==> config.mk <==
export PLATFORM = sky130hd
export DESIGN_NAME = z80_mem_arb_flat
export DESIGN_NICKNAME = d
export VERILOG_FILES = /design/src/rtl/z80_mem_arb_if.sv /design/src/rtl/z80_mem_arb.sv /design/src/flat_wrapper.sv
export SDC_FILE = /design/constraint.sdc
export NUM_CORES = 1
export LEC_CHECK = 0
export CAP_MARGIN = 5
export CORE_AREA = 5 5 93 95
export DETAILED_ROUTE_END_ITERATION = 12
export DIE_AREA = 0 0 98 100
export PLACE_DENSITY = 0.85
export REMOVE_ABC_BUFFERS = 1
export SLEW_MARGIN = 15
export SYNTH_ARGS = -nofsm -noshare
export SYNTH_HDL_FRONTEND = slang
export SYNTH_SLANG_ARGS = --single-unit
==> constraint.sdc <==
create_clock -name clk -period 1.5 [get_ports clk]
set_input_delay 0.45 -clock clk [delete_from_list [all_inputs] [get_ports clk]]
set_output_delay 0.45 -clock clk [all_outputs]
set_load 0.02 [all_outputs]
==> src/rtl/z80_mem_arb_if.sv <==
// z80_mem_arb_if: Z80 bus, PicoRV32 memory port and shared RAM port bundled for the arbiter
interface z80_mem_arb_if #(parameter int ADDR_W = 16);
    logic              z80_mreq;
    logic              z80_we;
    logic [ADDR_W-1:0] z80_addr;
    logic [7:0]        z80_wdata;
    logic [7:0]        z80_rdata;
    logic              z80_wait_n;
    logic              rv_valid;
    logic [3:0]        rv_wstrb;
    logic [ADDR_W-1:0] rv_addr;
    logic [31:0]       rv_wdata;
    logic              rv_ready;
    logic [31:0]       rv_rdata;
    logic              mem_en;
    logic              mem_we;
    logic [ADDR_W-1:0] mem_addr;
    logic [7:0]        mem_wdata;
    logic [7:0]        mem_rdata;

    modport slave (
        input  z80_mreq, z80_we, z80_addr, z80_wdata, rv_valid, rv_wstrb, rv_addr, rv_wdata, mem_rdata,
        output z80_rdata, z80_wait_n, rv_ready, rv_rdata, mem_en, mem_we, mem_addr, mem_wdata
    );

    modport master (
        output z80_mreq, z80_we, z80_addr, z80_wdata, rv_valid, rv_wstrb, rv_addr, rv_wdata, mem_rdata,
        input  z80_rdata, z80_wait_n, rv_ready, rv_rdata, mem_en, mem_we, mem_addr, mem_wdata
    );
endinterface

==> src/rtl/z80_mem_arb.sv <==
// z80_mem_arb: alternating arbiter sharing one byte-wide 1-cycle BRAM between the Z80 and PicoRV32
module z80_mem_arb #(
    parameter int ADDR_W = 16
) (
    input logic            clk,
    input logic            resetn,
    z80_mem_arb_if.slave   bus
);
    typedef enum logic [1:0] {IDLE, ACC, CAPT, Z_HOLD} state_t;

    state_t            state, state_nx;
    logic              served, grant_rv, last_rv, acc_we;
    logic              z_pend, r_pend, pick_rv, take;
    logic [ADDR_W-1:0] addr_sel;
    logic [7:0]        rv_byte;

    assign z_pend         = bus.z80_mreq && !served;
    assign r_pend         = bus.rv_valid && !bus.rv_ready;
    assign pick_rv        = r_pend && (!z_pend || !last_rv);
    assign take           = (state == IDLE) && (z_pend || r_pend);
    assign addr_sel       = pick_rv ? bus.rv_addr : bus.z80_addr;
    assign rv_byte        = bus.rv_wdata[{bus.rv_addr[1:0], 3'b000} +: 8];
    assign bus.z80_wait_n = !z_pend;
    assign bus.mem_en     = state == ACC;
    assign bus.mem_we     = (state == ACC) && acc_we;

    // state register
    always_ff @(posedge clk or negedge resetn) begin
        if (!resetn) state <= IDLE;
        else         state <= state_nx;
    end

    // next state: one access per grant, Z80 grants park in Z_HOLD until MREQ drops
    always_comb begin
        state_nx = state;
        case (state)
            IDLE:    state_nx = take ? ACC : IDLE;
            ACC:     state_nx = CAPT;
            CAPT:    state_nx = grant_rv ? IDLE : Z_HOLD;
            Z_HOLD:  state_nx = bus.z80_mreq ? Z_HOLD : IDLE;
            default: state_nx = IDLE;
        endcase
    end

    // grant latching, RAM port registers and read-data return
    always_ff @(posedge clk or negedge resetn) begin
        if (!resetn) begin
            served        <= 1'b0;
            grant_rv      <= 1'b0;
            last_rv       <= 1'b1;
            acc_we        <= 1'b0;
            bus.mem_addr  <= '0;
            bus.mem_wdata <= '0;
            bus.z80_rdata <= '0;
            bus.rv_rdata  <= '0;
            bus.rv_ready  <= 1'b0;
        end else begin
            bus.rv_ready <= 1'b0;
            if (take) begin
                grant_rv      <= pick_rv;
                last_rv       <= pick_rv;
                bus.mem_addr  <= addr_sel;
                acc_we        <= pick_rv ? |bus.rv_wstrb : bus.z80_we;
                bus.mem_wdata <= pick_rv ? rv_byte : bus.z80_wdata;
            end
            if (state == CAPT && grant_rv) begin
                bus.rv_rdata <= {4{bus.mem_rdata}};
                bus.rv_ready <= 1'b1;
            end
            if (state == CAPT && !grant_rv) begin
                served <= 1'b1;
                if (!acc_we) bus.z80_rdata <= bus.mem_rdata;
            end
            if (state == Z_HOLD && !bus.z80_mreq) served <= 1'b0;
        end
    end
endmodule

==> src/flat_wrapper.sv <==
// flat-port wrapper written by rule: the top's interface ports become plain ports
module z80_mem_arb_flat 
#(
    parameter int ADDR_W = 16
)
  (clk, resetn, bus_z80_mreq, bus_z80_we, bus_z80_addr, bus_z80_wdata, bus_rv_valid, bus_rv_wstrb, bus_rv_addr, bus_rv_wdata, bus_mem_rdata, bus_z80_rdata, bus_z80_wait_n, bus_rv_ready, bus_rv_rdata, bus_mem_en, bus_mem_we, bus_mem_addr, bus_mem_wdata);
  z80_mem_arb_if #(.ADDR_W(ADDR_W)) bus_i ();
  input logic clk;
  input logic resetn;
  input wire logic [$bits(bus_i.z80_mreq)-1:0] bus_z80_mreq;
  input wire logic [$bits(bus_i.z80_we)-1:0] bus_z80_we;
  input wire logic [$bits(bus_i.z80_addr)-1:0] bus_z80_addr;
  input wire logic [$bits(bus_i.z80_wdata)-1:0] bus_z80_wdata;
  input wire logic [$bits(bus_i.rv_valid)-1:0] bus_rv_valid;
  input wire logic [$bits(bus_i.rv_wstrb)-1:0] bus_rv_wstrb;
  input wire logic [$bits(bus_i.rv_addr)-1:0] bus_rv_addr;
  input wire logic [$bits(bus_i.rv_wdata)-1:0] bus_rv_wdata;
  input wire logic [$bits(bus_i.mem_rdata)-1:0] bus_mem_rdata;
  output wire logic [$bits(bus_i.z80_rdata)-1:0] bus_z80_rdata;
  output wire logic [$bits(bus_i.z80_wait_n)-1:0] bus_z80_wait_n;
  output wire logic [$bits(bus_i.rv_ready)-1:0] bus_rv_ready;
  output wire logic [$bits(bus_i.rv_rdata)-1:0] bus_rv_rdata;
  output wire logic [$bits(bus_i.mem_en)-1:0] bus_mem_en;
  output wire logic [$bits(bus_i.mem_we)-1:0] bus_mem_we;
  output wire logic [$bits(bus_i.mem_addr)-1:0] bus_mem_addr;
  output wire logic [$bits(bus_i.mem_wdata)-1:0] bus_mem_wdata;
  assign bus_i.z80_mreq = bus_z80_mreq;
  assign bus_i.z80_we = bus_z80_we;
  assign bus_i.z80_addr = bus_z80_addr;
  assign bus_i.z80_wdata = bus_z80_wdata;
  assign bus_i.rv_valid = bus_rv_valid;
  assign bus_i.rv_wstrb = bus_rv_wstrb;
  assign bus_i.rv_addr = bus_rv_addr;
  assign bus_i.rv_wdata = bus_rv_wdata;
  assign bus_i.mem_rdata = bus_mem_rdata;
  assign bus_z80_rdata = bus_i.z80_rdata;
  assign bus_z80_wait_n = bus_i.z80_wait_n;
  assign bus_rv_ready = bus_i.rv_ready;
  assign bus_rv_rdata = bus_i.rv_rdata;
  assign bus_mem_en = bus_i.mem_en;
  assign bus_mem_we = bus_i.mem_we;
  assign bus_mem_addr = bus_i.mem_addr;
  assign bus_mem_wdata = bus_i.mem_wdata;
  z80_mem_arb #(.ADDR_W(ADDR_W)) u_core (.clk(clk), .resetn(resetn), .bus(bus_i));
endmodule
==> results of run 1 <==
## flip-flops by register name, indices dropped and copies added (netlist names)
signal                count
u_core.served             1
u_core.bus.mem_wdata      8
u_core.bus.rv_rdata       8
u_core.last_rv            1
u_core.bus.rv_ready       1
u_core.acc_we             1
u_core.bus.z80_rdata      8
u_core.grant_rv           1
u_core.state              2
u_core.bus.mem_addr      16
## worst max-delay path by stage
stage,cells after the start,to
2_1_floorplan,4,u_core.bus.mem_addr[10]
3_3_place_gp,3,bus_z80_wait_n
3_5_place_dp,3,bus_z80_wait_n
4_1_cts,3,bus_mem_we
5_1_grt,3,bus_mem_we
6_report,3,bus_mem_we
## where the power goes
part           switching [mW]  internal, mW  leakage, nW
sequential              0.406          1.91        0.545
clock                   0.438         0.329       0.0483
combinational            2.78          2.41         1.27
## what timing repair did
action	in CTS	in global routing
resized for setup	157	36
endpoints found under the setup margin	95	64
pin swaps	2	1
cloned	1	2
setup buffers	2	1
## placed cells by master (no fill, tap or decap), drive strengths merged
cell type	synthesis	layout
a211oi	1	1
a21boi	1	1
a21o	1	1
a21oi	1	1
a31oi	24	24
and2	2	2
buf	36	36
clkbuf	1	13
clkdlybuf4s15	0	36
clkdlybuf4s50	0	84
clkinv	1	3
dfrtp	46	46
dfstp	1	1
dlygate4sd2	0	16
inv	4	5
mux2	8	8
mux2i	2	2
mux4	8	8
nand2	77	77
nand2b	3	3
nand3b	2	2
nor2	24	24
nor2b	2	2
nor3	1	1
o21ai	4	4
or4	1	1
## cell type report
| type | instances | area, um^2 | area share [%] |
|---|---|---|---|
| clock buffer | 5 | 68.82 | 1.583 |
| clock inverter | 3 | 18.77 | 0.4318 |
| inverter | 5 | 18.77 | 0.4318 |
| multi-input combinational | 162 | 1121 | 25.79 |
| sequential | 47 | 1177 | 27.09 |
| tap | 102 | 127.6 | 2.936 |
| timing repair buffer | 180 | 1814 | 41.74 |
## layer usage
layer,GRT usage (%),share of wire [%]
met5,0,0
met4,2.343,0.60
met3,6.324,12
met2,27.80,50
met1,14.99,38
## critical path, stage by stage, from the launching register on
cell	delay, ns
dfrtp_1	0.41
nor2b_4	0.13
and2_4	0.14
buf_6	0.11
## cell families after synthesis
family | count (synthesis) | synth area share, %
multiplexers | 18 | 11.31
flip-flops | 47 | 45.86
AO/OA/AOI/OAI | 32 | 13.30
AND/OR/NAND/NOR | 112 | 18.27
buffers and inverters | 42 | 11.26
==> results_dict.tcl, run 1 <==
set metrics [dict create \
    postPlaceCellArea_um2 4212 \
    run_status "finished with violations" \
    min_path_type "input pin to async pin" \
    drc_errors 0 \
    final_layout_size_suffix_gt1_share_pct 28.61 \
    max_slew_margin_pct 81.93 \
    fin_crit_ns 1.532 \
    nets 490 \
    ys_types 28 \
    overflow 0 \
    syn-instance-count 251 \
    reg2reg_to "u_core.bus.mem_addr[12]" \
    rsz0062_at_grt "true" \
    fin_crit_sh_pct 102.1 \
    r2r_slack_ns 0.07 \
    tightest_slew_ns 0.2693 \
    ys_ff_latch 47 \
    powerDensity_nw_per_um2 1904 \
    ant_nets 0 \
    timing.rr.start "u_core.bus.rv_ready" \
    core.rowCount 32 \
    worst_slack_ns -0.03195 \
    post-synth-top-area-cell "dfrtp_1" \
    ys_warn_count 0 \
    start_util_pct 33.57 \
    die_x_um 98 \
    finalNonFillerCells 504 \
    finish.utilization_pct 56.84 \
    cts_tree "yes" \
    dieArea_um2 9800 \
    grt_pass1_wl_um 11640 \
    synthFlopType "dfrtp_1" \
    cts.sinks 47 \
    avgSynthCellArea_um2 10.23 \
    core_um2 7647 \
    grt_pass1_vias 2405 \
    insertion_delay_ns 0.29 \
    skew_ns 0.006558 \
    yosysSeqAreaShare_pct 45.86 \
    cts_hold_buf 0 \
    nFillCells 644 \
    required_ns 1.05 \
    power_mw 8.277 \
    synth_area_leaders "dfrtp_1 45%, nand2_1 11%, a31oi_2 10%" \
    syn-cell-area_um2 2567 \
    area_growth_pct 69.30 \
    tns_ns -0.03195 \
    p_leak_nw 1.865 \
    hold_viol 0 \
    vias_per_cell 4.645 \
    htreeDepth 2 \
    die_y_um 100 \
    wire_per_inst_um 15.17 \
    root_buffer "clkbuf_8" \
    drtIter0Drc 27 \
    io_pins 157 \
    yosysMostFrequentCell "nand2_1" \
    grt_max_degree 48 \
    vias 2341 \
    cts_buffer_depth 2 \
    track_usage_pct 14.58 \
    cts_buffers 5 \
    post-place-cells 491 \
    critPathKind "flop to output port" \
    cp.arrival_ns 1.08 \
    gp_congestion 0.8341 \
    firstDrtPassIters 4 \
    antenna_found_initial 0 \
    port-buffer-count 156 \
    yosys-top-cells-count "77 x nand2_1, 46 x dfrtp_1, 25 x buf_4" \
    clk_pin_slew_worst_paths_ns 0.09 \
    drv_slew 0 \
    ir_drop_uv 551.3 \
    drv_cap 0 \
    worst-path-max-fanout 2 \
    synth-async-reset-ratio_pct 100.0 \
    synth-edff-count 0 \
    hpwl_um 5950 \
    critPathCaptureType "output port" \
    place_ws_ns -0.5985 \
    r2r_cells 6 \
    routed_wl_um 7647 \
    antenna_cells 0 \
    violations "negative setup slack" \
    synth_top_area_share_pct 44.83 \
    setup_viol 1 \
    cp-startpoint "u_core.state[1]" \
    hold_slack_ns 0.1212 \
    startpoint_type "flop" \
    timing.fmax_mhz 652.8 \
    stdcell_area_um2 4347 \
]
No activity file was read; power rests on OpenSTA's default activity.
==> inputs of run 2 (changes only) <==
Settings changed: CTS_CLUSTER_SIZE set to 30.
==> results of run 2 <==
No change in the layout: final DEF, timing and power equal those of run 1.
==> inputs of run 3 (changes only) <==
Clock period 1.5 ns to 1.3 ns, I/O delays scaled along.
==> results_dict.tcl, run 3 (synthesis gave the netlist of run 1 again) <==
set metrics [dict create \
    worst_slack_ns -0.1900 \
    cts_buffers 5 \
    grt_max_degree 48 \
    r2r_cells 6 \
    required_ns 0.91 \
    dieArea_um2 9800 \
    overflow 0 \
    worst-path-max-fanout 2 \
    timing.rr.start "u_core.served" \
    drv_cap 0 \
    ant_nets 0 \
    power_frac_clock_pct 10.5 \
    post-place-cells 498 \
    start_util_pct 33.57 \
    largest_reg_flops 16 \
    crit_end "bus_mem_we" \
    gp_congestion 0.8629 \
    grt_pass1_vias 2674 \
    swShare_pct 40.75 \
    setup_viol 50 \
    powerDensity_nw_per_um2 2471 \
    startpoint_type "flop" \
    fin_crit_ns 1.490 \
    clk_pin_slew_worst_paths_ns 0.09 \
    area_growth_pct 89.91 \
    track_usage_pct 16.67 \
    firstDrtPassIters 4 \
    reg2reg_to "u_core.bus.mem_wdata[0]" \
    root_buffer "clkbuf_8" \
    vias 2540 \
    power.switching_mw 4.910 \
    seq_power_share_pct 23.6 \
    hold_viol 0 \
    wire_per_inst_um 16.95 \
    skew_ns 0.003321 \
    final_layout_size_suffix_gt1_share_pct 48.50 \
    finalNonFillerCells 535 \
    core_um2 7647 \
    port-buffer-count 156 \
    die_x_um 98 \
    max_slew_margin_pct 82.26 \
    violations "negative setup slack" \
    antenna_found_initial 0 \
    r2r_slack_ns -0.19 \
    min_path_type "input pin to async pin" \
    tightest_slew_ns 0.2652 \
    vias_per_cell 4.748 \
    p_leak_nw 2.149 \
    drc_errors 0 \
    nFillCells 593 \
    critPathCaptureType "output port" \
    antenna_cells 0 \
    drv_slew 0 \
    run_status "finished with violations" \
    drtIter0Drc 62 \
    timing.fmax_mhz 671.1 \
    cp.arrival_ns 1.10 \
    cts_tree "yes" \
    hpwl_um 6173 \
    htreeDepth 2 \
    ir_drop_uv 841.3 \
    final_cell_mix "84 x clkdlybuf4s50_1, 74 x nand2_1, 49 x buf_6" \
    insertion_delay_ns 0.29 \
    critPathKind "flop to output port" \
    cts.sinks 47 \
    fin_crit_sh_pct 114.6 \
    io_pins 157 \
    nets 521 \
    max_flop_register "u_core.bus.mem_addr" \
    rsz0062_at_grt "true" \
    cp-startpoint "u_core.state[1]" \
    die_y_um 100 \
    power_frac_comb_pct 65.9 \
    tns_ns -5.608 \
    layout_commonest_cell "clkdlybuf4s50_1" \
    cts_buffer_depth 2 \
    grt_pass1_wl_um 13080 \
    core.rowCount 32 \
    power.internal_mw 7.139 \
    routed_wl_um 9068 \
]
[run 3: changes by cell type in the layout (fill, tap and decap cells not counted), sizes merged]
| cell | delta |
|---|---|
| bufinv | +2 |
| clkinv | -3 |
| clkbuf | -3 |
| buf | +84 |
| dlygate4sd2 | -13 |
| clkdlybuf4s15 | -36 |
[run 3: how the worst min path moves through the flow]
stage / endpoint / start
3_3_place_gp: u_core.bus.mem_addr[5] / resetn
3_5_place_dp: u_core.bus.z80_rdata[7] / resetn
6_report: u_core.bus.z80_rdata[7] / resetn
2_1_floorplan: u_core.acc_we / resetn
5_1_grt: u_core.bus.z80_rdata[7] / resetn
4_1_cts: u_core.bus.z80_rdata[7] / resetn
[run 3: timing repair]
action | in CTS | in global routing
gates cloned | 3 | 5
buffers inserted | 12 | 11
resized for setup | 318 | 109
endpoints found under the setup margin | 104 | 71
hold buffers | 0 | 0
pin swaps | 3 | 1
[run 3: critical path: stages (launching register included)]
cell and delay, ns:
dfrtp_1 0.42, nor2b_4 0.13, and2_4 0.14, buf_6 0.11
[run 3: area by class of cell]
| cell class | instances | area (um^2) | share of cell area, % |
|---|---|---|---|
| Clock buffer | 6 | 72.57 | 1.488 |
| Clock inverter | 2 | 60.06 | 1.232 |
| Inverter | 5 | 21.27 | 0.4362 |
| Multi-Input combinational cell | 162 | 1267 | 25.99 |
| Sequential cell | 47 | 1185 | 24.30 |
| Tap cell | 102 | 127.6 | 2.617 |
| Timing Repair Buffer | 211 | 2142 | 43.93 |
[run 3: layer usage]
layer / global-route usage, % / vias up / wire length, um
met3: 6.254 / 4 / 890
met2: 31.31 / 146 / 4831
met1: 17.40 / 1213 / 3295
met5: 0 / - / 0
li1: - / 1177 / -
met4: 4.579 / 0 / 50
[run 3: power groups by stage]
stage	registers (mW)	clock network [mW]	logic, mW
3_5_place_dp	2.72	0	6.42
5_1_grt	2.93	1.37	8.42
6_report	2.84	1.27	7.94
2_1_floorplan	3.99	0	1.73
3_3_place_gp	2.67	0	6.28
4_1_cts	2.64	1.29	6.51
[run 3: through the flow]
stage | util (%) | power [mW] | hold slack, ns | setup slack, ns | cell area, um^2
after floorplan | - | 5.717 | 0.09441 | -1.163 | 2297
final | 63.76 | 12.05 | 0.07388 | -0.1900 | 4876
after global placement | 55.76 | 8.951 | 0.3909 | -0.7237 | 4264
after CTS | 57.07 | 10.44 | 0.07253 | -0.1922 | 4364
after global routing | 63.76 | 12.71 | 0.07688 | -0.2453 | 4876
after detailed placement | 55.76 | 9.137 | 0.3960 | -0.7401 | 4264
